`config.mk`:
```
export PLATFORM = sky130hd
export DESIGN_NAME = spi_mem_responder_flat
export DESIGN_NICKNAME = d
export VERILOG_FILES = /design/src/rtl/spi_mem_responder_if.sv /design/src/rtl/spi_mem_responder.sv /design/src/flat_wrapper.sv
export SDC_FILE = /design/constraint.sdc
export NUM_CORES = 2
export LEC_CHECK = 0
export BUFFER_PORTS_ARGS = -buffer_cell sky130_fd_sc_hd__buf_2
export CORE_ASPECT_RATIO = 1.1
export CORE_UTILIZATION = 62
export CTS_CLUSTER_DIAMETER = 80
export DETAILED_ROUTE_END_ITERATION = 10
export HOLD_SLACK_MARGIN = 0.1
export PLACE_DENSITY = 0.86
export SLEW_MARGIN = 20
export SYNTH_ARGS = -nofsm -noshare
export SYNTH_HDL_FRONTEND = slang
export SYNTH_SLANG_ARGS = --single-unit
```
`constraint.sdc`:
```
create_clock -name clk -period 3.9 [get_ports clk]
set_input_delay 0.39 -clock clk [delete_from_list [all_inputs] [get_ports clk]]
set_output_delay 0.39 -clock clk [all_outputs]
set_load 0.02 [all_outputs]
```
`src/rtl/spi_mem_responder_if.sv`:
```
// Pin and host-port bundle for spi_mem_responder: the SPI link plus the preload/inspect port.
interface spi_mem_responder_if #(
    parameter int MEM_BYTES = 256
);
    localparam int AW = $clog2(MEM_BYTES);

    logic          sclk;
    logic          mosi;
    logic          cs_n;
    logic          miso;
    logic          miso_oe;
    logic          busy;
    logic          cmd_err;
    logic          host_we;
    logic [AW-1:0] host_addr;
    logic [7:0]    host_wdata;
    logic [7:0]    host_rdata;

    modport master (
        output sclk, mosi, cs_n, host_we, host_addr, host_wdata,
        input  miso, miso_oe, busy, cmd_err, host_rdata
    );

    modport slave (
        input  sclk, mosi, cs_n, host_we, host_addr, host_wdata,
        output miso, miso_oe, busy, cmd_err, host_rdata
    );
endinterface

```
`src/rtl/spi_mem_responder.sv`:
```
// SPI mode-0 serial RAM/flash stand-in serving READ (0x03) and WRITE (0x02) from a byte array.
// WRITE is decoded only when SPI_MEM_RESP_WRITE_EN is defined; otherwise the array is read-only over SPI.
module spi_mem_responder #(
    parameter int MEM_BYTES  = 256,
    parameter int ADDR_BYTES = 3
) (
    input  logic                 clk,
    input  logic                 rst,
    spi_mem_responder_if.slave   bus
);
    localparam int AW = $clog2(MEM_BYTES);
    localparam int CW = 5;
    localparam logic [CW-1:0] ADDR_LAST = CW'(ADDR_BYTES * 8 - 1);
    localparam logic [CW-1:0] BYTE_LAST = CW'(7);

    typedef enum logic [2:0] {S_IDLE, S_CMD, S_ADDR, S_RD, S_WR, S_IGNORE} state_t;

    logic [7:0] mem [MEM_BYTES];

    logic [2:0] sclk_sr;
    logic [2:0] cs_sr;
    logic [1:0] mosi_sr;
    logic       sclk_rise, sclk_fall, cs_fall, cs_rise, mosi_s;

    state_t        state, state_d;
    logic [CW-1:0] bit_cnt, bit_cnt_d;
    logic [AW-1:0] addr, addr_d;
    logic [7:0]    sh_in, sh_in_d, sh_out, sh_out_d, byte_in, rd_byte, spi_wdata;
    logic          rd_mode, rd_mode_d, spi_we;
    logic          miso_q, miso_d, oe_q, oe_d, busy_q, err_q, err_d;
    logic [7:0]    host_rdata_q;

    // Synchronisers are left unreset so they keep tracking the pins; a frame
    // already low across reset release then produces no cs_n fall.
    always_ff @(posedge clk) begin
        sclk_sr <= {sclk_sr[1:0], bus.sclk};
        cs_sr   <= {cs_sr[1:0], bus.cs_n};
        mosi_sr <= {mosi_sr[0], bus.mosi};
    end

    assign sclk_rise = sclk_sr[1] & ~sclk_sr[2];
    assign sclk_fall = ~sclk_sr[1] & sclk_sr[2];
    assign cs_fall   = ~cs_sr[1] & cs_sr[2];
    assign cs_rise   = cs_sr[1] & ~cs_sr[2];
    assign mosi_s    = mosi_sr[1];
    assign byte_in   = {sh_in[6:0], mosi_s};
    assign rd_byte   = mem[addr];

    always_comb begin
        state_d   = state;
        bit_cnt_d = bit_cnt;
        addr_d    = addr;
        sh_in_d   = sh_in;
        sh_out_d  = sh_out;
        rd_mode_d = rd_mode;
        miso_d    = miso_q;
        oe_d      = oe_q;
        err_d     = 1'b0;
        spi_we    = 1'b0;
        spi_wdata = byte_in;
        case (state)
            S_IDLE: begin
                if (cs_fall) begin
                    state_d   = S_CMD;
                    bit_cnt_d = '0;
                end
            end
            S_CMD: begin
                if (sclk_rise) begin
                    sh_in_d   = byte_in;
                    bit_cnt_d = bit_cnt + CW'(1);
                    if (bit_cnt == BYTE_LAST) begin
                        bit_cnt_d = '0;
                        if (byte_in == 8'h03) begin
                            state_d   = S_ADDR;
                            rd_mode_d = 1'b1;
                        end
`ifdef SPI_MEM_RESP_WRITE_EN
                        else if (byte_in == 8'h02) begin
                            state_d   = S_ADDR;
                            rd_mode_d = 1'b0;
                        end
`endif
                        else begin
                            err_d   = 1'b1;
                            state_d = S_IGNORE;
                        end
                    end
                end
            end
            S_ADDR: begin
                // Only the low AW bits survive the shift, dropping the unused high address bits.
                if (sclk_rise) begin
                    addr_d    = {addr[AW-2:0], mosi_s};
                    bit_cnt_d = bit_cnt + CW'(1);
                    if (bit_cnt == ADDR_LAST) begin
                        bit_cnt_d = '0;
                        state_d   = rd_mode ? S_RD : S_WR;
                    end
                end
            end
            S_RD: begin
                if (sclk_fall) begin
                    if (bit_cnt == '0) begin
                        miso_d    = rd_byte[7];
                        sh_out_d  = {rd_byte[6:0], 1'b0};
                        oe_d      = 1'b1;
                        bit_cnt_d = CW'(1);
                    end else begin
                        miso_d    = sh_out[7];
                        sh_out_d  = {sh_out[6:0], 1'b0};
                        bit_cnt_d = bit_cnt + CW'(1);
                        if (bit_cnt == BYTE_LAST) begin
                            bit_cnt_d = '0;
                            addr_d    = addr + AW'(1);
                        end
                    end
                end
            end
            S_WR: begin
                if (sclk_rise) begin
                    sh_in_d   = byte_in;
                    bit_cnt_d = bit_cnt + CW'(1);
                    if (bit_cnt == BYTE_LAST) begin
                        spi_we    = 1'b1;
                        addr_d    = addr + AW'(1);
                        bit_cnt_d = '0;
                    end
                end
            end
            default: ;
        endcase
        if (cs_rise) begin
            state_d   = S_IDLE;
            bit_cnt_d = '0;
            oe_d      = 1'b0;
            miso_d    = 1'b0;
        end
    end

    always_ff @(posedge clk) begin
        if (rst) begin
            state        <= S_IDLE;
            bit_cnt      <= '0;
            addr         <= '0;
            sh_in        <= '0;
            sh_out       <= '0;
            rd_mode      <= 1'b0;
            miso_q       <= 1'b0;
            oe_q         <= 1'b0;
            busy_q       <= 1'b0;
            err_q        <= 1'b0;
            host_rdata_q <= '0;
        end else begin
            state        <= state_d;
            bit_cnt      <= bit_cnt_d;
            addr         <= addr_d;
            sh_in        <= sh_in_d;
            sh_out       <= sh_out_d;
            rd_mode      <= rd_mode_d;
            miso_q       <= miso_d;
            oe_q         <= oe_d;
            busy_q       <= ~cs_sr[1];
            err_q        <= err_d;
            host_rdata_q <= mem[bus.host_addr];
        end
    end

    // SPI write is issued last so it wins a same-address collision with the host.
    always_ff @(posedge clk) begin
        if (bus.host_we) mem[bus.host_addr] <= bus.host_wdata;
        if (spi_we)      mem[addr]          <= spi_wdata;
    end

    assign bus.miso       = miso_q;
    assign bus.miso_oe    = oe_q;
    assign bus.busy       = busy_q;
    assign bus.cmd_err    = err_q;
    assign bus.host_rdata = host_rdata_q;
endmodule

```
`src/flat_wrapper.sv`:
```
// flat-port wrapper written by rule: the top's interface ports become plain ports
module spi_mem_responder_flat 
#(
    parameter int MEM_BYTES  = 256,
    parameter int ADDR_BYTES = 3
)
  (clk, rst, bus_sclk, bus_mosi, bus_cs_n, bus_host_we, bus_host_addr, bus_host_wdata, bus_miso, bus_miso_oe, bus_busy, bus_cmd_err, bus_host_rdata);
  spi_mem_responder_if #(.MEM_BYTES(MEM_BYTES)) bus_i ();
  input  logic clk;
  input  logic rst;
  input wire logic [$bits(bus_i.sclk)-1:0] bus_sclk;
  input wire logic [$bits(bus_i.mosi)-1:0] bus_mosi;
  input wire logic [$bits(bus_i.cs_n)-1:0] bus_cs_n;
  input wire logic [$bits(bus_i.host_we)-1:0] bus_host_we;
  input wire logic [$bits(bus_i.host_addr)-1:0] bus_host_addr;
  input wire logic [$bits(bus_i.host_wdata)-1:0] bus_host_wdata;
  output wire logic [$bits(bus_i.miso)-1:0] bus_miso;
  output wire logic [$bits(bus_i.miso_oe)-1:0] bus_miso_oe;
  output wire logic [$bits(bus_i.busy)-1:0] bus_busy;
  output wire logic [$bits(bus_i.cmd_err)-1:0] bus_cmd_err;
  output wire logic [$bits(bus_i.host_rdata)-1:0] bus_host_rdata;
  assign bus_i.sclk = bus_sclk;
  assign bus_i.mosi = bus_mosi;
  assign bus_i.cs_n = bus_cs_n;
  assign bus_i.host_we = bus_host_we;
  assign bus_i.host_addr = bus_host_addr;
  assign bus_i.host_wdata = bus_host_wdata;
  assign bus_miso = bus_i.miso;
  assign bus_miso_oe = bus_i.miso_oe;
  assign bus_busy = bus_i.busy;
  assign bus_cmd_err = bus_i.cmd_err;
  assign bus_host_rdata = bus_i.host_rdata;
  spi_mem_responder #(.MEM_BYTES(MEM_BYTES), .ADDR_BYTES(ADDR_BYTES)) u_core (.clk(clk), .rst(rst), .bus(bus_i));
endmodule
```
==> results.md <==
| Parameter | Reported | Unit |
| --- | --- | --- |
| Arithmetic-cell share of the synthesized area counting full adders, half adders and majority gates | 0.05912 | % |
| Violated checks | setup timing | - |
| Floorplan die area | 206600 | um^2 |
| Simple-gate portion of the synthesized area | 3.661 | % |
| H-tree levels | 4 | - |
| Clock buffers created by TritonCTS | 215 | - |
| Cell taking the most area after synthesis | sky130_fd_sc_hd__edfxtp_1 | - |
| Async S/R FF share, synth | 0 | % |
| Dominant synthesized flop cell | sky130_fd_sc_hd__edfxtp_1 | - |
| Seq/Total Area, Yosys | 49.36 | % |
| Final setup vio count | 1 | - |
| Final design area excluding fillers | 141300 | um^2 |
| Type of the tightest min-delay check | input port to flop | - |
| Largest family of logic cells by synthesized area | multiplexers | - |
| HPWL after DPL | 331800 | um |
| Minimum hold slack | 0.1185 | ns |
| Setup repair after global routing missed its margin | no | - |
| Clock transition at the registers of the reported paths | 0.07 | ns |
| Max clock buf depth | 3 | - |
| Number of input and output port buffers inserted | 33 | - |
| Number of antenna violations at the first check in global routing | 64 | - |
| Final routed wire length divided by cell count | 45.54 | um |
| Placeable Area | 202800 | um^2 |
| Count of warnings emitted by yosys | 0 | - |
| Result of the run | finished with violations | - |
| Crit start category | flop | - |
| Proportion of layout cells with a drive suffix above 1 | 56.22 | % |
| Total nets after synthesis | 7963 | - |
| Vias after detailed routing | 92.21k | - |
| Critical path peak fanout | 14 | - |
| Power Density | 354.5 | nW/um^2 |
| Transition time at the pin with the least slew margin | 1.424 | ns |
| Number of enable flip-flop cells after synthesis | 2048 | - |
| Max-slew violations | 0 | - |
| Maximum vdd ir drop | 413.1 | uV |
| Via-per-instance ratio | 8.345 | - |
| First-pass GRT wire length | 697100 | um |
| Data required, critical path | 4.72 | ns |
| Final GP Congestion | 1.076 | - |
| Clk Latency, worst-skew pair | 0.94 | ns |
| Overflow after GRT | 0 | - |
| Initial core utilization | 62.61 | % |
| Die X-Extent | 433.5 | um |
| Slowest cell on the critical path | sky130_fd_sc_hd__a2111oi_0 | - |
| CTS Root Cell | sky130_fd_sc_hd__clkbuf_16 | - |
| Overall fraction of global-route tracks in use | 48.46 | % |
| Leakage component of the power | 43.87 | nW |
| Height of the die | 476.7 | um |
| Placed cell area | 134000 | um^2 |
| Min Tclk post-route | 4.423 | ns |
| Area share of xor/xnor cells in the synthesized design | 0.006897 | % |
| Category of the most critical setup path | flop to flop | - |
| Highest achievable clock rate | 226.1 | MHz |
| Net count of the finished layout | 8125 | - |
| Number of rows in the core area | 173 | - |
| Maximum capacitance violations | 0 | - |
| Synth Cell Area | 127000 | um^2 |
| Number of detailed-routing iterations run before antenna repair | 9 | - |
| Relative area change from synthesis to final layout | 11.30 | % |
| Final hold viol count | 0 | - |
| Via count of the first global-routing pass | 88.30k | - |
| Setup slack after layout | -0.5228 | ns |
| Cell breakdown of the critical path | buf_4, nand3b_1, nor2_1, nand3_1, o211ai_1, a2111oi_0, nand3_1, o211ai_1 | - |
| Count of cell types in the netlist | 84 | - |
| Worst stage delay on the critical path | 1.08 | ns |
| Mean Syn Cell Area | 16.00 | um^2 |
| Post-Route Utilization | 69.68 | % |
| Design Power | 50.09 | mW |
| Pin count of the biggest net entering global routing | 186 | - |
| Starting DRT DRC Count | 17.81k | - |
| Share of the synthesized area in compound gates (AO/OA/AOI/OAI) | 3.589 | % |
| Remaining max-slew budget at the tightest pin | 5.045 | % |
| Top Ports | 34 | - |
| Clock Sink Count | 2107 | - |
| Post-Synthesis Cells | 7935 | - |
| Proportion of netlist area held by the largest area contributor | 48.43 | % |
| Clock tree from TritonCTS | yes | - |
| Setup clock skew after layout | 0.04785 | ns |
| Aggregate routed wire length | 503200 | um |
| Biggest area contributors in the synthesized netlist | sky130_fd_sc_hd__edfxtp_1 48%, sky130_fd_sc_hd__mux4_2 19%, sky130_fd_sc_hd__mux2_2 18% | - |
| Share of the clock period used by the worst path | 113.4 | % |
| Post-route DRC | 0 | - |
| Worst setup EP type | flop | - |
| Fillers | 12.69k | - |
| Antenna violation net count after detailed routing | 0 | - |
| Multiplexer fraction of the synthesized cell area | 39.56 | % |
| Endpoint arrival time on the critical path | 5.25 | ns |
| Flops & latches, synth | 2107 | - |
-- cells by family (layout without fill, tap and decap cells) --
kind of cell             count (synthesis)  count (layout)
multiplexers                          3351            3351
flip-flops                            2107            2107
buffers and inverters                  981            1326
AND/OR/NAND/NOR                        813             813
AO/OA/AOI/OAI                          676             676
adder cells (fa/ha/maj)                  6               6
XOR/XNOR                                 1               1
other                                    0              58
-- layer usage --
layer	global-route usage, %	vias up	wire length [um]
li1	-	33120	-
met1	59.20	46230	153900
met2	68.15	10260	213400
met3	21.23	2552	87270
met4	35.54	58	48010
met5	0.3044	-	567
-- registers in the layout, indices dropped and copies added, names as in the netlist, 5 cells and up, named ones only --
register / cells
u_core.bit_cnt: 5
u_core.sh_out: 7
u_core.mem: 2048
u_core.addr: 8
u_core.sh_in: 7
u_core.bus.host_rdata: 8
-- worst paths after layout --
check / start / cells after the start / to / slack, ns
min: bus_sclk / 2 / u_core.sclk_sr[0] / 0.12
max reg2reg: flop / 8 / u_core.sh_out[2] / -0.52
min reg2reg: u_core.mosi_sr[0] / 0 / u_core.mosi_sr[1] / 0.33
max: flop / 8 / u_core.sh_out[2] / -0.52
-- area by class of cell --
class                   instances  area (um^2)  area share [%]
repair buffers                911         8097           5.729
diodes                         58        145.1          0.1027
flip-flops and latches       2107        62730           44.39
clock inverters               129         1300          0.9198
inverters                      15        61.31         0.04338
multi-input cells            4847        59900           42.38
clock buffers                 271         5703           4.035
well taps                    2712         3393           2.401
-- cells in the mapped netlist (17+ instances only) --
library cell	number
sky130_fd_sc_hd__mux2i_1	168
sky130_fd_sc_hd__dfxtp_1	59
sky130_fd_sc_hd__mux4_2	1095
sky130_fd_sc_hd__clkbuf_1	628
sky130_fd_sc_hd__a21oi_1	76
sky130_fd_sc_hd__buf_1	64
sky130_fd_sc_hd__nor3_1	36
sky130_fd_sc_hd__mux4_1	22
sky130_fd_sc_hd__a31oi_1	28
sky130_fd_sc_hd__o221ai_1	21
sky130_fd_sc_hd__nor2b_1	47
sky130_fd_sc_hd__edfxtp_1	2048
sky130_fd_sc_hd__a211oi_1	21
sky130_fd_sc_hd__o22ai_1	303
sky130_fd_sc_hd__nand2_1	172
sky130_fd_sc_hd__a22o_1	20
sky130_fd_sc_hd__nand2b_1	20
sky130_fd_sc_hd__nor2_1	144
sky130_fd_sc_hd__buf_4	54
sky130_fd_sc_hd__nand4_1	17
sky130_fd_sc_hd__buf_6	52
sky130_fd_sc_hd__nand3_1	105
sky130_fd_sc_hd__nor2_4	90
sky130_fd_sc_hd__mux2_2	2062
sky130_fd_sc_hd__a22oi_1	54
sky130_fd_sc_hd__buf_2	141
sky130_fd_sc_hd__nor2_2	101
sky130_fd_sc_hd__o21ai_0	38
-- placed cells by master, fill, tap and decap left out, drive strengths merged, types with 98 or more instances in the layout --
cell type  instances
mux4            1121
nand2            172
clkbuf           279
edfxtp          2048
o22ai            303
nand3            105
buf              897
mux2            2062
clkinv            98
mux2i            168
nor2             335
-- worst max-delay path, delay by kind of cell, from the launching register on --
| family | cells | cell delay [ns] |
|---|---|---|
| simple gates | 4 | 1.59 |
| compound gates | 3 | 1.55 |
| flops | 1 | 0.72 |
| buf+inv | 1 | 0.45 |
-- stage by stage --
step,TNS (ns),setup WS (ns),instances
final,-0.5228,-0.5228,11050
after global routing,0,0.002207,11000
after CTS,0,0.2049,10990
after detailed placement,-0.2295,-0.1922,10580
after global placement,-0.8530,-0.3599,10580
after floorplan,0,0.8992,7935
-- timing repair --
| action | CTS | global route |
|---|---|---|
| hold buffers | 6 | 0 |
| gates resized for setup | 0 | 2 |
| endpoints found under the hold margin | 14 | 0 |
| endpoints found under the setup margin | 0 | 2 |
| setup buffers | 0 | 0 |
-- power breakdown --
part	internal (mW)	leakage [nW]	total, mW	switching (mW)
logic	1.77	21.6	4.08	2.31
clock network	11.5	3.41	21.1	9.59
registers	24.8	18.9	24.9	0.0629
(Power assumes the default switching activity.)
